===== src/rtl/qdec_ctx_arb.sv =====
// Purpose : three-way arbiter (write-back / read / init) in front of a single-port
//           context-state memory, with read forwarding and starvation override.
// Latency : grant and memory strobes combinational in the request cycle; read
//           response (o_rd_data_vld) one cycle after acceptance.
// Backpressure: o_*_rdy is the combinational grant; losers hold vld/addr/data
//           until granted. Read responses cannot be stalled.
//
// Ports:
//   clk, rst_n                     clock, asynchronous active-low reset
//   i_wb_*   / o_wb_rdy            state write-back from the arithmetic decoder
//   i_rd_*   / o_rd_rdy            context read request from the context FSM
//   o_rd_data, o_rd_data_vld       read response
//   i_init_* / o_init_rdy          slice-start context initialisation writes
//   o_ctx_*, i_ctx_rdata           single-port memory (read data one cycle after re)
//   o_busy                         any request valid or read response pending
module qdec_ctx_arb #(
    parameter int ADDR_W     = 10,
    parameter int DATA_W     = 8,
    parameter int STARVE_LIM = 4
) (
    input  logic              clk,
    input  logic              rst_n,

    input  logic              i_wb_vld,
    input  logic [ADDR_W-1:0] i_wb_addr,
    input  logic [DATA_W-1:0] i_wb_data,
    output logic              o_wb_rdy,

    input  logic              i_rd_vld,
    input  logic [ADDR_W-1:0] i_rd_addr,
    output logic              o_rd_rdy,

    output logic [DATA_W-1:0] o_rd_data,
    output logic              o_rd_data_vld,

    input  logic              i_init_vld,
    input  logic [ADDR_W-1:0] i_init_addr,
    input  logic [DATA_W-1:0] i_init_data,
    output logic              o_init_rdy,

    output logic [ADDR_W-1:0] o_ctx_addr,
    output logic [DATA_W-1:0] o_ctx_wdata,
    output logic              o_ctx_we,
    output logic              o_ctx_re,
    input  logic [DATA_W-1:0] i_ctx_rdata,

    output logic              o_busy
);

    localparam logic [3:0] LIM     = 4'(STARVE_LIM);
    localparam logic [3:0] CNT_MAX = 4'hF;

    // Denial counters for the two requesters that can lose to write-back.
    logic [3:0]        r_rd_deny;
    logic [3:0]        r_init_deny;

    // Read response pipeline.
    logic              r_rd_pend;
    logic              r_fwd;
    logic [DATA_W-1:0] r_fwd_data;
    logic [DATA_W-1:0] r_rd_hold;

    logic              w_rd_ovr;
    logic              w_init_ovr;
    logic              w_addr_hit;
    logic              w_g_wb;
    logic              w_g_rd;
    logic              w_g_init;
    logic              w_fwd;

    // A requester that has been refused STARVE_LIM times in a row jumps above
    // write-back. A counter only accumulates while vld is held, so a non-zero
    // count always implies the requester is still asking; vld is still ANDed in
    // to keep the override self-evidently safe.
    assign w_rd_ovr   = i_rd_vld   && (r_rd_deny   >= LIM);
    assign w_init_ovr = i_init_vld && (r_init_deny >= LIM) && !w_rd_ovr;

    // Same-address write-back and read can share one memory slot: the write goes
    // to memory and the read is answered from the write data.
    assign w_addr_hit = i_wb_vld && i_rd_vld && (i_wb_addr == i_rd_addr);

    // Grant selection. Gated by rst_n so nothing is granted while in reset,
    // and arbitration is live again as soon as reset is released.
    always_comb begin
        w_g_wb   = 1'b0;
        w_g_rd   = 1'b0;
        w_g_init = 1'b0;
        if (!rst_n) begin
            w_g_wb   = 1'b0;
        end else if (w_rd_ovr) begin
            w_g_rd   = 1'b1;
            w_g_wb   = w_addr_hit;
        end else if (w_init_ovr) begin
            w_g_init = 1'b1;
        end else if (i_wb_vld) begin
            w_g_wb   = 1'b1;
            w_g_rd   = w_addr_hit;
        end else if (i_rd_vld) begin
            w_g_rd   = 1'b1;
        end else if (i_init_vld) begin
            w_g_init = 1'b1;
        end
    end

    assign w_fwd      = w_g_wb && w_g_rd;

    assign o_wb_rdy   = w_g_wb;
    assign o_rd_rdy   = w_g_rd;
    assign o_init_rdy = w_g_init;

    // Memory port mux. A forwarded read issues only the write; the read data
    // comes from the captured write data instead of the memory.
    always_comb begin
        o_ctx_addr  = '0;
        o_ctx_wdata = '0;
        o_ctx_we    = 1'b0;
        o_ctx_re    = 1'b0;
        if (w_g_wb) begin
            o_ctx_addr  = i_wb_addr;
            o_ctx_wdata = i_wb_data;
            o_ctx_we    = 1'b1;
        end else if (w_g_rd) begin
            o_ctx_addr  = i_rd_addr;
            o_ctx_re    = 1'b1;
        end else if (w_g_init) begin
            o_ctx_addr  = i_init_addr;
            o_ctx_wdata = i_init_data;
            o_ctx_we    = 1'b1;
        end
    end

    // Denial counters: clear on grant or when the requester drops vld,
    // otherwise count up and stick at 15.
    always_ff @(posedge clk or negedge rst_n) begin
        if (!rst_n) begin
            r_rd_deny   <= 4'd0;
            r_init_deny <= 4'd0;
        end else begin
            if (!i_rd_vld || w_g_rd) begin
                r_rd_deny <= 4'd0;
            end else if (r_rd_deny != CNT_MAX) begin
                r_rd_deny <= r_rd_deny + 4'd1;
            end

            if (!i_init_vld || w_g_init) begin
                r_init_deny <= 4'd0;
            end else if (r_init_deny != CNT_MAX) begin
                r_init_deny <= r_init_deny + 4'd1;
            end
        end
    end

    // Response tracking. Reset drops any in-flight read so no stale response
    // appears after release.
    always_ff @(posedge clk or negedge rst_n) begin
        if (!rst_n) begin
            r_rd_pend  <= 1'b0;
            r_fwd      <= 1'b0;
            r_fwd_data <= '0;
            r_rd_hold  <= '0;
        end else begin
            r_rd_pend <= w_g_rd;
            r_fwd     <= w_fwd;
            if (w_fwd) begin
                r_fwd_data <= i_wb_data;
            end
            if (r_rd_pend) begin
                r_rd_hold <= o_rd_data;
            end
        end
    end

    // Memory read data is only valid in the cycle after ctx_re, so it is passed
    // straight through in that cycle and the last response is held afterwards.
    assign o_rd_data     = r_rd_pend ? (r_fwd ? r_fwd_data : i_ctx_rdata) : r_rd_hold;
    assign o_rd_data_vld = r_rd_pend;

    assign o_busy = rst_n && (i_wb_vld || i_rd_vld || i_init_vld || r_rd_pend);

endmodule


===== config.mk =====
export PLATFORM = sky130hd
export DESIGN_NAME = qdec_ctx_arb
export DESIGN_NICKNAME = d
export VERILOG_FILES = /design/src/rtl/qdec_ctx_arb.sv
export SDC_FILE = /design/constraint.sdc
export NUM_CORES = 1
export LEC_CHECK = 0
export ABC_CLOCK_PERIOD_IN_PS = 2700
export CAP_MARGIN = 15
export CORE_ASPECT_RATIO = 1.75
export CORE_MARGIN = 3
export CORE_UTILIZATION = 41
export DETAILED_ROUTE_END_ITERATION = 6
export PLACE_DENSITY = 0.78
export SYNTH_ARGS = -nofsm -noshare
export SYNTH_HDL_FRONTEND = slang
export SYNTH_SLANG_ARGS = --single-unit

===== constraint.sdc =====
create_clock -name clk -period 2.7 [get_ports clk]
set_clock_uncertainty 0.15 [all_clocks]
set_input_delay 0.405 -clock clk [delete_from_list [all_inputs] [get_ports clk]]
set_output_delay 0.405 -clock clk [all_outputs]
set_load 0.01 [all_outputs]

Word level (Yosys, flattened, before mapping)
Index checks and enable logic that the tools add are counted.
{ "word_totals": {"ff_bits": 26, "input_bits": 59} }
{ "op_classes": {"n_reduce_logical": 17, "n_lt_le_gt_ge": 2, "eq_ne": 3, "mux": 32, "addsub": 2} }
{ "ops": {"columns": ["cell", "n"], "rows": [
  ["$mux W8", 5],
  ["$mux W10", 3],
  ["$mux W1", 20],
  ["$mux W4", 4],
  ["$eq A10 B10 Y1", 1],
  ["$add A4 B1 Y4 const B", 2],
  ["$ge A4 B3 Y1 const B", 2],
  ["$ne A4 B4 Y1 const B", 2],
  ["$logic_and A1 B1 Y1", 7],
  ["$logic_or A1 B1 Y1", 5],
  ["$reduce_bool A2 Y1", 2],
  ["$logic_not A1 Y1", 3]
]} }

Logic depth before layout (Yosys ltp)
{ "depth": {"word_depth": 10, "mapped_depth": 7, "mapped_depth_nobuf": 6} }

Worst setup path before layout
No wires, ideal clock.
{ "synth_path": {"kind": "input to output", "startpoint": "in i_rd_vld", "endpoint": "out o_ctx_addr[8]", "stages": 7, "setup_slack_ps": 206, "required_ps": 2145, "path_buffers": 2, "t_arrival_ps": 1939, "path_cell_list": "buf_4 -> nand2_1 -> or4_1 -> nor4_2 -> buf_2 -> a211oi_1 -> a2bb2oi_1"} }
{ "synth_between": {"elab_chain_len": 9, "elab_cells_between_ends": 21, "classes_between": "mux: 16; reduce/logical: 5"} }
{ "synth_lines": {"columns": ["element", "line", "text"], "rows": [
  ["start, declared", "29", "input logic i_rd_vld,"],
  ["$logic_and A1 B1 Y1", "75", "assign w_rd_ovr = i_rd_vld && (r_rd_deny >= LIM);"],
  ["$logic_not A1 Y1", "76", "assign w_init_ovr = i_init_vld && (r_init_deny >= LIM) && !w_rd_ovr;"],
  ["$logic_and A1 B1 Y1", "76", null],
  ["$mux W1", "93", "end else if (w_init_ovr) begin"],
  ["$mux W1", "90", "end else if (w_rd_ovr) begin"],
  ["$mux W1", "88", "if (!rst_n) begin"],
  ["$mux W10", "125", "end else if (w_g_init) begin"],
  ["$mux W10", "122", "end else if (w_g_rd) begin"],
  ["$mux W10 *", "118", "if (w_g_wb) begin"],
  ["end, declared", "41", "output logic [ADDR_W-1:0] o_ctx_addr,"]
]} }
Mark *: on every way between the ends. The rest lies on a longest branch, timed or not.

Worst setup path after layout
{ "layout_path": {"startpoint": "in i_rd_addr[8]", "endpoint": "out o_ctx_addr[6]"} }
{ "layout_between": {"elab_chain_len": 8, "elab_cells_between_ends": 10, "classes_between": "eq/ne: 1; mux: 8; reduce/logical: 1"} }
{ "layout_lines": {"columns": ["element", "line", "text"], "rows": [
  ["start, declared", "30", "input logic [ADDR_W-1:0] i_rd_addr,"],
  ["$eq A10 B10 Y1 *", "80", "assign w_addr_hit = i_wb_vld && i_rd_vld && (i_wb_addr == i_rd_addr);"],
  ["$logic_and A1 B1 Y1 *", "80", null],
  ["$mux W1", "95", "end else if (i_wb_vld) begin"],
  ["$mux W1", "93", null],
  ["$mux W1", "90", null],
  ["$mux W1", "88", null],
  ["$mux W10", "122", null],
  ["$mux W10 *", "118", null]
]} }
Marks and branches as above.

==> key figures <==
Route
  – Met2 wire length: 3250 µm
  – Top sig layer: met4
  – WL/cell: 16.4 µm
  – Iteration-0 DRC count of the detailed router: 59
  – Final ANT Viol Nets: 0
  – Drt total wl: 6100 µm
  – DRC: 0
  – M1 WL: 2190 µm
  – Vias per cell: 5.59
  – Pre-antenna DRT Iters: 4
  – WL met3: 447 µm
  – DR vias: 2078

Job
  – Maxcap violations: 0

Cells and area
  – Nets@finish: 385
  – Share of cells above drive strength 1: 39.3%
  – Fill cells: 312
  – # diodes: 0
  – Multi-input logic area: 0.00126 mm²
  – Area growth syn-to-layout: 73.1%
  – Sequential Area: 652 µm²

Timing
  – Final setup fails: 19
  – Final slew viol count: 0
  – RSZ-0062 raised after global routing: yes
  – Final setup TNS: -1600 ps
  – Hold Vio Cnt, Final: 0
  – Worst Slack Setup Final: -133 ps
  – Final period utilization: 105%
  – Fmax: 0.353 GHz
  – Headroom to the max-slew limit: 69.1%
  – Final Critical Period: 2830 ps
  – Slew @ Worst Pin: 464 ps

Logic synthesis
  – Register area share after synthesis: 35.3%
  – Cells after Synth: 194
  – Avg Cell Area, Syn: 9.51 µm²
  – Synth warn: 0
  – Post-synth EDFFs: 0
  – Syn nets: 255
  – Syn Std Cell Area: 0.00184 mm²
  – Asr flop ratio synth: 100%
  – Distinct cell type count after synthesis: 39
  – Synth Register Bits: 26
  – Synth Flop Type: dfrtp_1

Critical path
  – Crit Path Category: in -> out
  – Arr. time, crit path: 2280 ps
  – Crit path max fanout: 4
  – CP max stage delay: 560 ps
  – CP Data Required Time: 2140 ps
  – Worst path most repeated cell: buf_6
  – Startpoint Class: input port
  – Family with the most delay on the worst path: simple AND/OR/NAND/NOR gates
  – Cell Chain, Critical Path: buf_8 > xor2_2 > or4_4 > nor4_4 > buf_4 > buf_6 > buf_6 > a211oi_2 > a2bb2oi_1 > buf_2
  – Worst path bufs/invs: 5
  – CP Capture Type: output pin
  – Slowest cell on the critical path: or4_4

Die
  – Die ar.: 0.00537 mm²
  – Die W: 56.7 µm
  – Row cnt: 31
  – I/O Pins: 92
  – Die height: 94.7 µm
  – Initial Util: 43.6%
  – Core area: 0.00423 mm²

Placed design
  – Worst slack at placement: -854 ps
  – Port Buf Inserts: 91
  – Final HPWL DP: 4290 µm
  – RD Place Congestion: 0.910

Hold path
  – Hold crit path type: in -> async

Clocking
  – H-tree levels: 1
  – CTS tree: yes
  – Root buf cell: clkbuf_8
  – Clock Sink Count: 26
  – CTS Buf Count: 3
  – Worst-path clk slew: 80 ps
  – Clock buffer depth: 2
  – Worst skew pair latency: 260 ps

Pwr
  – P per Cell Area: 348 mW/mm²
  – Pwr Total: 0.00111 W
  – Leakage: 1.46 nW
  – VDD IR-drop max: 0.244 mV

GRT
  – Initial antenna violation count: 0
  – Gr usage total: 22.7%
  – Vias in the first global route: 2108
  – First-pass GRT wire length: 9670 µm
  – Largest net degree at the start of global routing: 41
  – Gr ovfl total: 0

Run status
  – Outcome: complete, but fails checks
  – Failing checks: setup timing
worst reg2reg max path, cell delays in order (launching register included):
cell     delay (ps)
dfrtp_1         420
o21ai_2         190
buf_4           140
nand2_2          70
buf_4           130
a21bo_2         250
nor2_8          230
mux2_4          330
layout by cell type (no fill, tap or decap), drive strengths merged, types with 2 or more instances in the layout:
master         synthesis  routed
xor2                  11      11
dfrtp                 26      26
nand2                  9       9
o211ai                11      11
a31oi                  2       2
or3                    3       3
a21oi                 16      16
nor4                   3       3
a211oi                11      11
or4                    2       2
mux2                   8       8
dlygate4sd2            0       6
o21ai                  5       5
nor2                  21      21
clkbuf                12       8
a22o                   8       8
nor3                   2       2
clkdlybuf4s15          0       4
a2bb2oi               10      10
nand3                  5       5
inv                    2       2
nand2b                 2       2
ha                     2       2
mux2i                 11      11
buf                    2      78
clkdlybuf4s50          0      46
nand3b                 2       2
stage by stage:
| step | hold WS [ps] | area [µm²] | instances | util [%] |
|---|---|---|---|---|
| after global placement | 340 | 2960 | 348 | 70.1 |
| after CTS | 129 | 3100 | 371 | 73.3 |
| after floorplan | -40.6 | 1840 | 194 | - |
| final | 130 | 3190 | 372 | 75.5 |
| after detailed placement | 346 | 2960 | 348 | 70.1 |
| after global routing | 157 | 3190 | 372 | 75.5 |
path summary, 6_finish.rpt:
| path | startpoint | cells after the start | to | slack [ps] |
|---|---|---|---|---|
| setup / recovery | i_rd_addr[8] | 10 | o_ctx_addr[6] | -130 |
| hold / removal | rst_n | 2 | r_rd_deny[0] | 130 |
| setup reg to reg | r_init_deny[3] | 7 | r_fwd_data[4] | 670 |
| hold reg to reg | r_rd_hold[6] | 2 | r_rd_hold[6] | 370 |
| max in group asynchronous | rst_n | 2 | o_rd_data_vld | 1930 |
| min in group clk | r_rd_hold[6] | 2 | r_rd_hold[6] | 370 |
cell usage after synthesis (8+ instances only):
master / n / area share (%)
clkbuf_1: 12 / 2.4
mux2_4: 8 / 6.5
xor2_1: 11 / 5.2
mux2i_1: 11 / 6.0
a2bb2oi_1: 10 / 4.7
a21oi_1: 16 / 4.3
dfrtp_1: 26 / 35
nand2_1: 9 / 1.8
a211oi_1: 11 / 4.5
nor2_1: 20 / 4.1
a22o_1: 8 / 3.8
o211ai_1: 11 / 4.5
state kept, by name, indices dropped and copies added (netlist names):
name / count
r_rd_deny: 4
r_fwd: 1
r_fwd_data: 8
r_rd_hold: 8
r_init_deny: 4
o_rd_data_vld: 1
logic make-up (layout without fill, tap and decap cells):
group | count (synthesis) | in the layout | synth area share [%]
buffers and inverters | 16 | 145 | 3.53
XOR/XNOR | 12 | 12 | 5.70
AO/OA/AOI/OAI | 67 | 67 | 26.2
multiplexers | 19 | 19 | 12.5
AND/OR/NAND/NOR | 52 | 52 | 15.5
flip-flops | 26 | 26 | 35.3
adder cells (fa/ha/maj) | 2 | 2 | 1.36
per-layer routing:
layer,up-vias,GRT usage [%]
li1,993,-
met2,107,42.8
met3,18,4.79
met5,-,0
met4,0,10.1
met1,960,23.6
report_power, final:
group          leakage, nW  switching [W]  internal [W]
logic                 1.10       0.000192      0.000238
clock network       0.0288       0.000114      0.000130
registers            0.331      0.0000178      0.000420
area by class of cell:
cell class / count / share of cell area [%]
flip-flops and latches: 26 / 20.4
repair inverters: 1 / 0.235
multi-input cells: 152 / 39.5
repair buffers: 138 / 35.9
well taps: 49 / 1.92
clock buffers: 4 / 1.72
inverters: 2 / 0.313
what timing repair did:
action	CTS	global route
gates resized for setup	155	42
gates cloned	3	0
endpoints found under the setup margin	23	28
hold buffers	0	0
setup buffers	16	1
pin swaps	15	7
Power figures use the tool's default switching activity.
